==> src/rtl/multicycle_control_unit.sv <==
// Multi-cycle RV32I control FSM driving the shared datapath and single memory port.
// Optional JAL support is enabled by defining MCU_JAL_EN (otherwise jal traps).
module multicycle_control_unit #(
  parameter int MEM_TIMEOUT = 15,
  parameter int ALUOP_W     = 2
) (
  input  logic               clk_i,
  input  logic               rst_i,
  input  logic [6:0]         opcode_i,
  input  logic [2:0]         funct3_i,
  input  logic               zero_i,
  input  logic               mem_ready_i,
  output logic               pc_write_o,
  output logic               ir_write_o,
  output logic               i_or_d_o,
  output logic               mem_req_o,
  output logic               mem_we_o,
  output logic               reg_write_o,
  output logic [1:0]         wb_sel_o,
  output logic [1:0]         alu_src_a_o,
  output logic [1:0]         alu_src_b_o,
  output logic [ALUOP_W-1:0] alu_op_o,
  output logic               pc_src_o,
  output logic [3:0]         state_o,
  output logic               trap_o,
  output logic               retired_o
);

  localparam int CNT_W = (MEM_TIMEOUT > 0) ? $clog2(MEM_TIMEOUT + 1) : 1;

  typedef enum logic [3:0] {
    S_FETCH  = 4'd0,
    S_DECODE = 4'd1,
    S_MEMADR = 4'd2,
    S_MEMRD  = 4'd3,
    S_MEMWB  = 4'd4,
    S_MEMWR  = 4'd5,
    S_EXEC_R = 4'd6,
    S_EXEC_I = 4'd7,
    S_ALUWB  = 4'd8,
    S_BRANCH = 4'd9,
`ifdef MCU_JAL_EN
    S_JAL    = 4'd10,
`endif
    S_TRAP   = 4'd15
  } state_e;

  state_e           state_q, state_d;
  logic [CNT_W-1:0] stall_q, stall_d;
  logic             stalled, timeout_hit;

  always_ff @(posedge clk_i) begin
    if (rst_i) begin
      state_q <= S_FETCH;
      stall_q <= '0;
    end else begin
      state_q <= state_d;
      stall_q <= stall_d;
    end
  end

  always_comb begin
    state_d     = state_q;
    pc_write_o  = 1'b0;
    ir_write_o  = 1'b0;
    i_or_d_o    = 1'b0;
    mem_req_o   = 1'b0;
    mem_we_o    = 1'b0;
    reg_write_o = 1'b0;
    wb_sel_o    = 2'b00;
    alu_src_a_o = 2'b00;
    alu_src_b_o = 2'b00;
    alu_op_o    = '0;
    pc_src_o    = 1'b0;
    trap_o      = 1'b0;
    retired_o   = 1'b0;

    case (state_q)
      S_FETCH: begin
        mem_req_o   = 1'b1;
        alu_src_b_o = 2'b01;
        if (mem_ready_i) begin
          ir_write_o = 1'b1;
          pc_write_o = 1'b1;
          state_d    = S_DECODE;
        end
      end
      S_DECODE: begin
        alu_src_a_o = 2'b10;
        alu_src_b_o = 2'b10;
        case (opcode_i)
          7'b0000011, 7'b0100011: state_d = S_MEMADR;
          7'b0110011:             state_d = S_EXEC_R;
          7'b0010011:             state_d = S_EXEC_I;
          7'b1100011:             state_d = (funct3_i[2:1] == 2'b00) ? S_BRANCH : S_TRAP;
`ifdef MCU_JAL_EN
          7'b1101111:             state_d = S_JAL;
`endif
          default:                state_d = S_TRAP;
        endcase
      end
      S_MEMADR: begin
        alu_src_a_o = 2'b01;
        alu_src_b_o = 2'b10;
        state_d     = opcode_i[5] ? S_MEMWR : S_MEMRD;
      end
      S_MEMRD: begin
        mem_req_o = 1'b1;
        i_or_d_o  = 1'b1;
        if (mem_ready_i) state_d = S_MEMWB;
      end
      S_MEMWB: begin
        reg_write_o = 1'b1;
        wb_sel_o    = 2'b01;
        retired_o   = 1'b1;
        state_d     = S_FETCH;
      end
      S_MEMWR: begin
        mem_req_o = 1'b1;
        mem_we_o  = 1'b1;
        i_or_d_o  = 1'b1;
        if (mem_ready_i) begin
          retired_o = 1'b1;
          state_d   = S_FETCH;
        end
      end
      S_EXEC_R: begin
        alu_src_a_o = 2'b01;
        alu_op_o    = ALUOP_W'(2'b10);
        state_d     = S_ALUWB;
      end
      S_EXEC_I: begin
        alu_src_a_o = 2'b01;
        alu_src_b_o = 2'b10;
        alu_op_o    = ALUOP_W'(2'b11);
        state_d     = S_ALUWB;
      end
      S_ALUWB: begin
        reg_write_o = 1'b1;
        retired_o   = 1'b1;
        state_d     = S_FETCH;
      end
      S_BRANCH: begin
        // funct3[0] distinguishes bne from beq, so it inverts the zero test.
        alu_src_a_o = 2'b01;
        alu_op_o    = ALUOP_W'(2'b01);
        pc_src_o    = 1'b1;
        pc_write_o  = zero_i ^ funct3_i[0];
        retired_o   = 1'b1;
        state_d     = S_FETCH;
      end
`ifdef MCU_JAL_EN
      S_JAL: begin
        reg_write_o = 1'b1;
        wb_sel_o    = 2'b10;
        pc_write_o  = 1'b1;
        pc_src_o    = 1'b1;
        retired_o   = 1'b1;
        state_d     = S_FETCH;
      end
`endif
      S_TRAP: begin
        trap_o  = 1'b1;
        state_d = S_TRAP;
      end
      default: state_d = S_TRAP;
    endcase

    // The trap fires on the stall cycle that would bring the count to MEM_TIMEOUT;
    // a ready in that same cycle completes the access instead.
    stalled     = mem_req_o & ~mem_ready_i;
    timeout_hit = (MEM_TIMEOUT != 0) && stalled &&
                  (stall_q == CNT_W'(MEM_TIMEOUT - 1));
    if (timeout_hit) state_d = S_TRAP;

    if (state_d != state_q) stall_d = '0;
    else if (stalled)       stall_d = stall_q + CNT_W'(1);
    else                    stall_d = stall_q;

    state_o = state_q;
    if (rst_i) begin
      pc_write_o  = 1'b0;
      ir_write_o  = 1'b0;
      i_or_d_o    = 1'b0;
      mem_req_o   = 1'b0;
      mem_we_o    = 1'b0;
      reg_write_o = 1'b0;
      wb_sel_o    = 2'b00;
      alu_src_a_o = 2'b00;
      alu_src_b_o = 2'b00;
      alu_op_o    = '0;
      pc_src_o    = 1'b0;
      trap_o      = 1'b0;
      retired_o   = 1'b0;
      state_o     = 4'd0;
    end
  end

endmodule
==> config.mk <==
export PLATFORM = sky130hd
export DESIGN_NAME = multicycle_control_unit
export DESIGN_NICKNAME = d
export VERILOG_FILES = /design/src/rtl/multicycle_control_unit.sv
export SDC_FILE = /design/constraint.sdc
export NUM_CORES = 1
export LEC_CHECK = 0
export CORE_MARGIN = 8
export CORE_UTILIZATION = 44
export CTS_CLUSTER_SIZE = 40
export DETAILED_ROUTE_END_ITERATION = 16
export PLACE_DENSITY = 0.79
export SETUP_SLACK_MARGIN = 0.4
export SLEW_MARGIN = 20
export SYNTH_ARGS = -nofsm -noshare
export SYNTH_HDL_FRONTEND = slang
export SYNTH_SLANG_ARGS = --single-unit
==> constraint.sdc <==
create_clock -name clk_i -period 2.1 [get_ports clk_i]
set_input_delay 0.21 -clock clk_i [delete_from_list [all_inputs] [get_ports clk_i]]
set_output_delay 0.21 -clock clk_i [all_outputs]
set_load 0.02 [all_outputs]
==> results of run 1 <==
per-layer routing:
metal / track usage / vias to the layer above / share of wire
li1: - / 555 / -
met1: 0.1715 / 539 / 0.39
met2: 0.3299 / 45 / 0.53
met3: 0.03226 / 10 / 0.051
met4: 0.05413 / 0 / 0.028
met5: 0 / - / 0
synthesized netlist by cell type (all sizes together) (3+ instances only):
master / instances / area share
nor3: 5 / 0.026
a21o: 3 / 0.024
xor2: 3 / 0.028
inv: 7 / 0.028
xnor2: 3 / 0.028
nand3: 5 / 0.026
nor4b: 4 / 0.066
o21ai: 5 / 0.038
nor2b: 6 / 0.039
dfxtp: 8 / 0.17
nand2: 8 / 0.031
buf: 8 / 0.073
nand2b: 6 / 0.039
a21oi: 5 / 0.026
nor2: 18 / 0.071
power groups by stage:
stage | clock, W | sequential (W) | combinational, W
floorplan | 0 | 0.000225 | 0.00105
global placement | 0 | 0.000289 | 0.00140
detailed placement | 0 | 0.000289 | 0.00145
CTS | 0.000118 | 0.000294 | 0.00165
global route | 0.000129 | 0.000307 | 0.00186
finish | 0.000117 | 0.000296 | 0.00175
registers in the layout (all words and copies together) (netlist names):
| register | flops |
|---|---|
| stall_q | 4 |
| state_q | 4 |
cell families after synthesis:
group	after synthesis
AOI/OAI and AO/OA	25
muxes	1
other	1
DFF	8
buffers and inverters	16
and+or+nand+nor	63
xor gates and xnor gates	6
adders and majority gates	2
through the flow:
stage                 util  instance area, um^2  worst slack [ns]  TNS [ns]
CTS                 0.7624                 1622            0.2314         0
detailed placement  0.6688                 1423           -0.1269   -0.7348
global placement    0.6688                 1423          -0.04953   -0.2518
finish              0.7782                 1655            0.2899         0
floorplan                -                999.7            0.4010         0
global route        0.7782                 1655            0.1959         0
worst max-delay path, delay by kind of cell (launching register included):
kind | cells | cell delay [ns]
buffers and inverters | 1 | 0.14
AO/OA/AOI/OAI | 3 | 0.81
AND/OR/NAND/NOR | 3 | 0.40
flip-flops | 1 | 0.39
timing repair:
item / in CTS / in global routing
pin swaps: 17 / 11
gates resized for setup: 92 / 24
hold buffers: 0 / 0
gates cloned: 0 / 0
setup buffers: 17 / 0
setup endpoints to repair: 26 / 18
worst min path at each step:
| stage | start | end | slack (ns) | cells past startpoint |
|---|---|---|---|---|
| after floorplan | opcode_i[6] | state_q[1] | 0.46 | 3 |
| after global placement | stall_q[3] | stall_q[3] | 0.52 | 3 |
| after detailed placement | stall_q[3] | stall_q[3] | 0.54 | 3 |
| after CTS | stall_q[3] | stall_q[3] | 0.55 | 3 |
| after global routing | rst_i | state_q[3] | 0.53 | 4 |
| final | rst_i | state_q[3] | 0.50 | 4 |
layout make-up:
class | count | area [um^2]
Multi-Input combinational cell | 98 | 845.8
Timing Repair Buffer | 66 | 553.0
Clock buffer | 3 | 22.52
Tap cell | 28 | 35.03
Fill cell | 141 | 471.7
Inverter | 7 | 26.28
Sequential cell | 8 | 172.7
==> run_results.csv, run 1 <==
group,metric,value,unit
worst_setup_path,reg2regPathDepth,7,
worst_setup_path,worst-endpoint-arrival,2.00,ns
routing,drt-total-wl,3322,um
logic_synthesis,synth_xor_area_frac,0.05512,
floorplan,dieWidth,62.55,um
power,design_power_total,0.002161,W
placed_design,placement.io_buffers,33,
logic_synthesis,synth-adder-area-share,0.02625,
timing,worst_hold_slack,0.4977,ns
floorplan,fp.coreArea,0.002127,mm^2
logic_synthesis,mappedNetlistArea,953.4,um^2
finish,area_growth_syn_to_layout,73.62,%
logic_synthesis,syn_area_per_cell,7.815,um^2
worst_setup_path,cp-end-kind,"register",
timing,min_clock_period_post_route,1.810,ns
logic_synthesis,synth_cells,122,
worst_setup_path,crit_chain,"or2b_1 -> buf_4 -> a21oi_1 -> a2111o_1 -> a311oi_4 -> nand2_1 -> nor2_1",
floorplan,design.die.area,0.003913,mm^2
logic_synthesis,muxShareOfSynthArea,0.01050,
global_route,number_of_antenna_violations_at_the_first_check_in_global_routing,0,
power,p_int,0.001139,W
logic_synthesis,synth_edf_count,0,
cts,clock-root-buffer,"sky130_fd_sc_hd__clkbuf_4",
logic_synthesis,compound_gate_portion_of_the_synthesized_area,0.2270,
power,power-per-cell-area,1305,mW/mm^2
worst_setup_path,r2r-start,"state_q[2]",
min_path,worstHoldPathType,"in2reg",
timing,achievable-frequency,552.5,MHz
power,p_sw_frac,0.4729,
power,share_comb_of_total_power,0.809,
logic_synthesis,synth-seq-cells,8,
power,irDropWorstVdd,1039,uV
cts,total_clock_sinks,8,
timing,rsz0062_at_grt,"true",
worst_setup_path,worstReg2RegEnd,"stall_q[0]",
power,p_switching,0.001022,W
global_route,grt_pass1_vias,1217,
floorplan,num_io_pins,35,
routing,avgRoutedWirePerCell,15.82,um
logic_synthesis,synthFlopType,"sky130_fd_sc_hd__dfxtp_1",
logic_synthesis,post_syn_nets,138,
worst_setup_path,worst-path-max-fanout,6,
worst_setup_path,timing.critical_path.to,"stall_q[0]",
cts,clk_pin_slew,0.06,ns
logic_synthesis,seq_area_frac_synth,0.1680,
worst_setup_path,cp_slowest_cell,"sky130_fd_sc_hd__a2111o_1",
finish,antenna_cells,0,
finish,final_net_count,200,
global_route,global_route.usage.total,0.1683,
cts,cts-buffers-inserted,3,
global_route,overflow,0,
worst_setup_path,worst-r2r-setup-slack,0.29,ns
floorplan,initial_core_util,0.4482,
power,power.share.sequential,0.137,
floorplan,num_rows,17,
placed_design,hpwlAfterDp,2344,um
worst_setup_path,critPathLaunchType,"register",
routing,vias,1149,
worst_setup_path,critical_path.max_stage_delay,0.42,ns
finish,final-instance-count-excl-fill,210,
timing,finalHoldViolations,0,
floorplan,die_h,62.55,um
placed_design,placer_congestion,0.8681,
logic_synthesis,main_combinational_cell_family_by_area_after_synthesis,"simple AND/OR/NAND/NOR gates",
global_route,grt_max_degree,10,
routing,route.detailed.drc,0,
worst_setup_path,crit_type,"reg2reg",
cts,cts.htree.levels,1,
routing,ant_nets,0,
routing,drtIter0Drc,52,
logic_synthesis,synth.distinct_cells,47,
finish,final_common_cell,"sky130_fd_sc_hd__buf_4",
routing,drt-pass1-iter-count,4,
routing,route.detailed.vias_per_inst,5.471,
worst_setup_path,crit_path_start,"state_q[2]",
timing,timing.final.crit_share,0.8619,
global_route,grt_first_pass_wirelength,5630,um
timing,setup_viol,0,
logic_synthesis,simple_gate_share_of_the_synthesized_area,0.4042,
cts,cts_tree,"yes",
cts,cts-root-to-sink-buffers,2,
timing,fin_worst_skew,0.008214,ns
finish,final_layout_size_suffix_gt1_frac,0.4670,
finish,final_cell_mix,"sky130_fd_sc_hd__buf_4 (33), sky130_fd_sc_hd__nor2_1 (18), sky130_fd_sc_hd__dlygate4sd2_1 (10), sky130_fd_sc_hd__nand2_1 (8)",
job,cap_violations,0,
placed_design,post-place-cells,190,
status,run_status,"completed",
power,power_frac_clock,0.054,
logic_synthesis,synth-async-reset-ratio,0,
logic_synthesis,syn_warnings,0,
power,power.static_leakage,0.7778,nW
timing,drv_slew,0,
worst_setup_path,timing.critical_path.required,2.29,ns
cts,clkLatencyLatePin,0.25,ns
No activity file was read; power rests on OpenSTA's default activity.
==> run 2: changes to the inputs <==
--- a/config.mk
+++ b/config.mk
@@ -9,6 +9,7 @@
 export CORE_UTILIZATION = 44
 export CTS_CLUSTER_SIZE = 40
 export DETAILED_ROUTE_END_ITERATION = 16
+export HOLD_SLACK_MARGIN = 0.12
 export PLACE_DENSITY = 0.79
 export SETUP_SLACK_MARGIN = 0.4
 export SLEW_MARGIN = 20
==> results of run 2 <==
No change in the layout: final DEF, timing and power equal those of run 1.
